**config.mk**
```make
export PLATFORM = sky130hd
export DESIGN_NAME = rcvr_frame_ctrl_flat
export DESIGN_NICKNAME = d
export VERILOG_FILES = /design/src/rtl/rcvr_frame_ctrl_if.sv /design/src/rtl/rcvr_frame_ctrl.sv /design/src/flat_wrapper.sv
export SDC_FILE = /design/constraint.sdc
export NUM_CORES = 1
export LEC_CHECK = 0
export BUFFER_PORTS_ARGS = -buffer_cell sky130_fd_sc_hd__buf_2
export CAP_MARGIN = 10
export CORE_UTILIZATION = 50
export CTS_BUF_LIST = sky130_fd_sc_hd__clkbuf_8
export DETAILED_ROUTE_END_ITERATION = 8
export PLACE_DENSITY = 0.83
export SYNTH_ARGS = -nofsm -noshare
export SYNTH_HDL_FRONTEND = slang
export SYNTH_SLANG_ARGS = --single-unit
```
**constraint.sdc**
```tcl
create_clock -name i_clk -period 2.1 [get_ports i_clk]
set_input_delay 0.42 -clock i_clk [delete_from_list [all_inputs] [get_ports i_clk]]
set_output_delay 0.42 -clock i_clk [all_outputs]
set_load 0.005 [all_outputs]
```
**src/rtl/rcvr_frame_ctrl_if.sv**
```systemverilog
// Downstream word handshake between the frame receiver and its consumer.
// Signal names are from the producer's point of view.
interface rcvr_frame_ctrl_if;
    logic [15:0] o_data;
    logic        o_vld;
    logic        o_sof;
    logic        i_rdy;

    modport master (output o_data, output o_vld, output o_sof, input i_rdy);
    modport slave  (input o_data, input o_vld, input o_sof, output i_rdy);
endinterface

```
**src/rtl/rcvr_frame_ctrl.sv**
```systemverilog
// Master-side serial word receiver: drives sclk/fs, shifts i_sd in MSB-first and
// presents each 16-bit word downstream over valid/ready with sticky overrun.
module rcvr_frame_ctrl #(
    parameter int CLK_DIV = 4,
    parameter int WORDS   = 8,
    parameter int GAP     = 4
) (
    input  logic                 i_clk,
    input  logic                 rst,
    input  logic                 i_en,
    input  logic                 i_clr_ovr,
    output logic                 o_sclk,
    output logic                 o_fs,
    input  logic                 i_sd,
    rcvr_frame_ctrl_if.master    dn,
    output logic                 o_busy,
    output logic                 o_ovr,
    output logic [15:0]          o_frame_cnt
);
    localparam int DIV_W  = (CLK_DIV > 1) ? $clog2(CLK_DIV) : 1;
    localparam int WORD_W = (WORDS > 1) ? $clog2(WORDS) : 1;
    localparam int GAP_W  = $clog2(GAP + 1);
    localparam logic [DIV_W-1:0]  DIV_LAST  = DIV_W'(CLK_DIV - 1);
    localparam logic [WORD_W-1:0] WORD_LAST = WORD_W'(WORDS - 1);
    localparam logic [GAP_W-1:0]  GAP_LAST  = GAP_W'(GAP);

    typedef enum logic [1:0] {
        ST_IDLE,
        ST_SHIFT,
        ST_GAP
    } state_t;

    state_t              state_reg;
    logic [DIV_W-1:0]    div_reg;
    logic [3:0]          bit_reg;
    logic [WORD_W-1:0]   word_reg;
    logic [GAP_W-1:0]    gap_reg;
    logic                sclk_reg;
    logic                fs_reg;
    logic [15:0]         shift_reg;
    logic [15:0]         shift_next;
    logic                done_reg;
    logic                done_sof_reg;
    logic [15:0]         frame_cnt_reg;

    logic [15:0]         data_reg;
    logic                vld_reg;
    logic                sof_reg;
    logic                ovr_reg;

    logic                div_tc;
    logic                rise_ev;
    logic                fall_ev;

    assign div_tc  = (div_reg == DIV_LAST);
    assign rise_ev = div_tc & ~sclk_reg;
    assign fall_ev = div_tc & sclk_reg;

    assign shift_next[0] = i_sd;
    generate
        for (genvar gi = 1; gi < 16; gi++) begin : g_shift
            assign shift_next[gi] = shift_reg[gi-1];
        end
    endgenerate

    // Link sequencer: bit clock, frame sync, bit/word framing and inter-frame gap.
    always_ff @(posedge i_clk or posedge rst) begin
        if (rst) begin
            state_reg     <= ST_IDLE;
            div_reg       <= '0;
            bit_reg       <= '0;
            word_reg      <= '0;
            gap_reg       <= '0;
            sclk_reg      <= 1'b1;
            fs_reg        <= 1'b0;
            shift_reg     <= '0;
            done_reg      <= 1'b0;
            done_sof_reg  <= 1'b0;
            frame_cnt_reg <= '0;
        end else begin
            done_reg <= 1'b0;
            case (state_reg)
                ST_IDLE: begin
                    sclk_reg <= 1'b1;
                    div_reg  <= '0;
                    if (i_en) begin
                        state_reg <= ST_SHIFT;
                        sclk_reg  <= 1'b0;
                        fs_reg    <= 1'b1;
                        bit_reg   <= '0;
                        word_reg  <= '0;
                    end
                end
                ST_SHIFT: begin
                    if (div_tc) begin
                        div_reg  <= '0;
                        sclk_reg <= ~sclk_reg;
                    end else begin
                        div_reg <= div_reg + 1'b1;
                    end
                    if (fall_ev) begin
                        fs_reg <= 1'b0;
                    end
                    if (rise_ev) begin
                        shift_reg <= shift_next;
                        if (bit_reg == 4'd15) begin
                            bit_reg      <= '0;
                            done_reg     <= 1'b1;
                            done_sof_reg <= (word_reg == '0);
                            if (word_reg == WORD_LAST) begin
                                word_reg      <= '0;
                                gap_reg       <= '0;
                                state_reg     <= ST_GAP;
                                frame_cnt_reg <= frame_cnt_reg + 16'd1;
                            end else begin
                                word_reg <= word_reg + 1'b1;
                            end
                        end else begin
                            bit_reg <= bit_reg + 4'd1;
                        end
                    end
                end
                ST_GAP: begin
                    if (div_tc) begin
                        div_reg  <= '0;
                        sclk_reg <= ~sclk_reg;
                    end else begin
                        div_reg <= div_reg + 1'b1;
                    end
                    // The first fall closes the last data bit, so the gap ends on fall GAP+1.
                    if (fall_ev) begin
                        if (gap_reg == GAP_LAST) begin
                            if (i_en) begin
                                state_reg <= ST_SHIFT;
                                fs_reg    <= 1'b1;
                                bit_reg   <= '0;
                                word_reg  <= '0;
                            end else begin
                                state_reg <= ST_IDLE;
                                sclk_reg  <= 1'b1;
                            end
                        end else begin
                            gap_reg <= gap_reg + 1'b1;
                        end
                    end
                end
                default: begin
                    state_reg <= ST_IDLE;
                    sclk_reg  <= 1'b1;
                    fs_reg    <= 1'b0;
                end
            endcase
        end
    end

    // Output word register; a completed word only loads when the slot is free or being accepted.
    always_ff @(posedge i_clk or posedge rst) begin
        if (rst) begin
            data_reg <= '0;
            vld_reg  <= 1'b0;
            sof_reg  <= 1'b0;
            ovr_reg  <= 1'b0;
        end else begin
            if (done_reg && (!vld_reg || dn.i_rdy)) begin
                data_reg <= shift_reg;
                vld_reg  <= 1'b1;
                sof_reg  <= done_sof_reg;
            end else if (vld_reg && dn.i_rdy) begin
                vld_reg <= 1'b0;
            end
            if (done_reg && vld_reg && !dn.i_rdy) begin
                ovr_reg <= 1'b1;
            end else if (i_clr_ovr) begin
                ovr_reg <= 1'b0;
            end
        end
    end

    assign o_sclk      = sclk_reg;
    assign o_fs        = fs_reg;
    assign o_busy      = (state_reg != ST_IDLE);
    assign o_ovr       = ovr_reg;
    assign o_frame_cnt = frame_cnt_reg;
    assign dn.o_data   = data_reg;
    assign dn.o_vld    = vld_reg;
    assign dn.o_sof    = sof_reg;
endmodule

```
**src/flat_wrapper.sv**
```systemverilog
// flat-port wrapper written by rule: the top's interface ports become plain ports
module rcvr_frame_ctrl_flat 
#(
    parameter int CLK_DIV = 4,
    parameter int WORDS   = 8,
    parameter int GAP     = 4
)
  (i_clk, rst, i_en, i_clr_ovr, o_sclk, o_fs, i_sd, o_busy, o_ovr, o_frame_cnt, dn_o_data, dn_o_vld, dn_o_sof, dn_i_rdy);
  rcvr_frame_ctrl_if dn_i ();
  input  logic i_clk;
  input  logic rst;
  input  logic i_en;
  input  logic i_clr_ovr;
  output logic o_sclk;
  output logic o_fs;
  input  logic i_sd;
  output logic o_busy;
  output logic o_ovr;
  output logic [15:0] o_frame_cnt;
  output wire logic [$bits(dn_i.o_data)-1:0] dn_o_data;
  output wire logic [$bits(dn_i.o_vld)-1:0] dn_o_vld;
  output wire logic [$bits(dn_i.o_sof)-1:0] dn_o_sof;
  input wire logic [$bits(dn_i.i_rdy)-1:0] dn_i_rdy;
  assign dn_o_data = dn_i.o_data;
  assign dn_o_vld = dn_i.o_vld;
  assign dn_o_sof = dn_i.o_sof;
  assign dn_i.i_rdy = dn_i_rdy;
  rcvr_frame_ctrl #(.CLK_DIV(CLK_DIV), .WORDS(WORDS), .GAP(GAP)) u_core (.i_clk(i_clk), .rst(rst), .i_en(i_en), .i_clr_ovr(i_clr_ovr), .o_sclk(o_sclk), .o_fs(o_fs), .i_sd(i_sd), .dn(dn_i), .o_busy(o_busy), .o_ovr(o_ovr), .o_frame_cnt(o_frame_cnt));
endmodule
```
==> impl_metrics.sql <==
INSERT INTO impl_metrics (metric_group, metric, value, unit) VALUES
('grt', 'global_route.overflow_total', '0', ''),
('power_and_ir_drop', 'cell_internal_pwr', '2.71', 'mW'),
('worst_setup_path', 'cp_slowest_cell', 'sky130_fd_sc_hd__dfrtp_1', ''),
('cts', 'cts_buffers', '9', ''),
('cts', 'cts_max_level', '3', ''),
('floorplanning', 'core_area', '5990', 'µm²'),
('logic_synthesis', 'synth_largest_type_area_fraction', '54.4', '%'),
('logic_synthesis', 'synth.net_count', '274', ''),
('layout', 'drive_gt1_share', '35.6', '%'),
('routing', 'detail_routed_via_count_per_cell', '5.46', ''),
('routing', 'drc', '0', ''),
('worst_setup_path', 'critPathCaptureType', 'register', ''),
('worst_setup_path', 'cp-start-kind', 'register', ''),
('floorplanning', 'std_cell_rows', '28', ''),
('power_and_ir_drop', 'power_frac_clock', '38.0', '%'),
('timing', 'maxClockFrequency', '0.510', 'GHz'),
('power_and_ir_drop', 'switching_share', '28.8', '%'),
('grt', 'grtUsageMet1', '25.1', '%'),
('worst_setup_path', 'r2r-end', 'u_core.o_frame_cnt[12]', ''),
('logic_synthesis', 'synth_top_flop_cell', 'sky130_fd_sc_hd__dfrtp_1', ''),
('layout', 'layout.cells.most_common_list', 'sky130_fd_sc_hd__dfrtp_1 (68), sky130_fd_sc_hd__buf_2 (43), sky130_fd_sc_hd__mux2_2 (35)', ''),
('logic_synthesis', 'synth_largest_area_cell', 'sky130_fd_sc_hd__dfrtp_1', ''),
('layout', 'final_nets', '330', ''),
('grt', 'grt_max_degree', '36', ''),
('worst_setup_path', 'rrSetupSlack', '140', 'ps'),
('power_and_ir_drop', 'pwr_density_cell', '1010', 'nW/µm²'),
('grt', 'global_route.usage.met2', '31.7', '%'),
('timing', 'final.min_clock_period', '1960', 'ps'),
('floorplanning', 'floorplan.initialDensity', '52.2', '%'),
('logic_synthesis', 'ys_seq_elements', '69', ''),
('logic_synthesis', 'yosysWarningCount', '0', ''),
('cts', 'tritoncts_clock_tree', 'built', ''),
('status', 'run_status', 'finished, final reports clean', ''),
('routing', 'drtPass1Iterations', '4', ''),
('routing', 'detailroute.via_count', '2129', ''),
('routing', 'drtIter0Drc', '66', ''),
('timing', 'relSlewSlack', '60.1', '%'),
('worst_setup_path', 'worst_r2r_path_depth', '7', ''),
('power_and_ir_drop', 'p_seq_share', '41.2', '%'),
('floorplanning', 'die-area', '6580', 'µm²'),
('worst_setup_path', 'cpPeakStageDelay', '420', 'ps'),
('grt', 'grt_busiest_layer', 'met2', ''),
('grt', 'met3_usage', '3.71', '%'),
('grt', 'global_route_usage_over_all_layers', '19.7', '%'),
('worst_setup_path', 'cp_max_fo', '8', ''),
('logic_synthesis', 'synth.distinct_cells', '44', ''),
('placed_design', 'gp_routability_congestion', '0.865', ''),
('power_and_ir_drop', 'power.combinational.fraction', '20.8', '%'),
('grt', 'grt_antenna_before_repair', '0', ''),
('routing', 'detail_route.wl_per_cell', '14.9', 'µm'),
('layout', 'areaGrowthSynthToFinish', '19.8', '%'),
('cts', 'worst_setup_hold_path_clk_slew', '80', 'ps'),
('layout', 'antenna_cells', '0', ''),
('logic_synthesis', 'post_synth_instance_area', '3130', 'µm²'),
('placed_design', 'hpwl', '3940', 'µm'),
('logic_synthesis', 'post_synth_inst_count', '254', ''),
('floorplanning', 'fp.dieW', '81.1', 'µm'),
('grt', 'vias_in_the_first_global_route', '2100', ''),
('cts', 'longest_clk_path_bufs', '2', ''),
('layout', 'layout_commonest_cell', 'sky130_fd_sc_hd__dfrtp_1', ''),
('power_and_ir_drop', 'worst_ir_drop_vdd', '0.000731', 'V'),
('worst_setup_path', 'critical_path.cell_chain', 'inv_1 > ha_1 > nand4_1 > nor4_1 > buf_4 > nand3_1 > xnor2_1', ''),
('placed_design', 'place_ws', '146', 'ps'),
('worst_setup_path', 'crit-reg2reg-launch', 'u_core.state_reg[1]', ''),
('grt', 'global_route_wire_length_before_repair', '9640', 'µm'),
('power_and_ir_drop', 'power.switching', '1.09', 'mW'),
('timing', 'worst_clock_skew_on_the_final_layout', '8.24', 'ps'),
('floorplanning', 'ios', '44', ''),
('timing', 'period_share', '93.3', '%'),
('timing', 'final_slew_viol_count', '0', ''),
('logic_synthesis', 'postSynthAreaPerCell', '12.3', 'µm²');
metal layers:
layer / wire, µm / up-vias
met1: 2610 / 1055
met2: 2920 / 46
li1: - / 1019
met3: 170 / 9
met4: 97 / 0
met5: 0 / -
Yosys cell counts (2+ instances only):
cell,n
sky130_fd_sc_hd__o21ai_0,10
sky130_fd_sc_hd__nor2_1,8
sky130_fd_sc_hd__and4_1,2
sky130_fd_sc_hd__xor2_1,5
sky130_fd_sc_hd__dfrtp_1,68
sky130_fd_sc_hd__mux2_2,35
sky130_fd_sc_hd__ha_1,14
sky130_fd_sc_hd__and3_1,6
sky130_fd_sc_hd__buf_2,3
sky130_fd_sc_hd__nor4_1,2
sky130_fd_sc_hd__buf_6,2
sky130_fd_sc_hd__o41ai_1,2
sky130_fd_sc_hd__xnor2_1,10
sky130_fd_sc_hd__clkbuf_1,2
sky130_fd_sc_hd__o211ai_1,4
sky130_fd_sc_hd__a21oi_1,2
sky130_fd_sc_hd__and2_1,2
sky130_fd_sc_hd__nand3b_1,2
sky130_fd_sc_hd__nor4b_1,2
sky130_fd_sc_hd__a22o_1,3
sky130_fd_sc_hd__inv_1,13
sky130_fd_sc_hd__nor3_1,2
sky130_fd_sc_hd__nand2_1,14
sky130_fd_sc_hd__nand4_1,4
sky130_fd_sc_hd__nand3_1,18
power by group through the flow:
stage / sequential [mW] / combinational [mW] / clock, mW
detailed placement: 1.58 / 0.779 / 0
global route: 1.58 / 0.882 / 1.52
finish: 1.57 / 0.790 / 1.44
floorplan: 1.56 / 0.606 / 0
CTS: 1.56 / 0.787 / 1.47
global placement: 1.58 / 0.739 / 0
critical path: cells and delay by family, from the launching register on:
| kind | cells | cell delay, ps |
|---|---|---|
| flops | 1 | 420 |
| simple gates | 3 | 670 |
| xor+xnor | 1 | 140 |
| fa+ha+maj | 1 | 310 |
| buf+inv | 2 | 310 |
metrics by stage:
stage	area (µm²)	std cells	hold slack (ps)	util, %
global placement	3480	374	450	58.0
finish	3750	390	133	62.6
CTS	3750	390	140	62.5
floorplan	3130	254	440	-
detailed placement	3480	374	452	58.0
global route	3750	390	174	62.6
cell families after synthesis:
logic type	count (synthesis)	synth area share, %
fa+ha+maj	14	5.60
xor+xnor	15	4.20
mux	36	13.1
compound gates	31	6.84
buf+inv	20	3.00
simple gates	69	12.0
flops	69	55.2
worst max path at each step:
stage | start | endpoint | slack [ps] | depth (start not counted)
2_1_floorplan | u_core.div_reg[0] | u_core.bit_reg[0] | 200 | 8
3_3_place_gp | u_core.div_reg[0] | u_core.bit_reg[0] | 230 | 6
3_5_place_dp | u_core.div_reg[0] | u_core.bit_reg[0] | 150 | 6
4_1_cts | u_core.div_reg[0] | u_core.bit_reg[0] | 130 | 6
5_1_grt | u_core.div_reg[0] | u_core.o_frame_cnt[12] | 7 | 7
6_report | u_core.state_reg[1] | u_core.o_frame_cnt[12] | 140 | 7
layout make-up:
cell class	count	area [µm²]	share of cell area (%)
clock inverters	7	146	3.91
repair buffers	52	295	7.88
well taps	75	93.8	2.50
flip-flops and latches	69	1730	46.1
multi-input cells	165	1310	34.9
inverters	13	52.6	1.40
clock buffers	9	124	3.30
what timing repair did:
| item | in CTS | in global routing |
|---|---|---|
| endpoints found under the hold margin | 0 | 0 |
| resized for setup | 0 | 1 |
| setup endpoints to repair | 0 | 1 |
| hold buffers | 0 | 0 |
No activity file was read; power rests on OpenSTA's default activity.
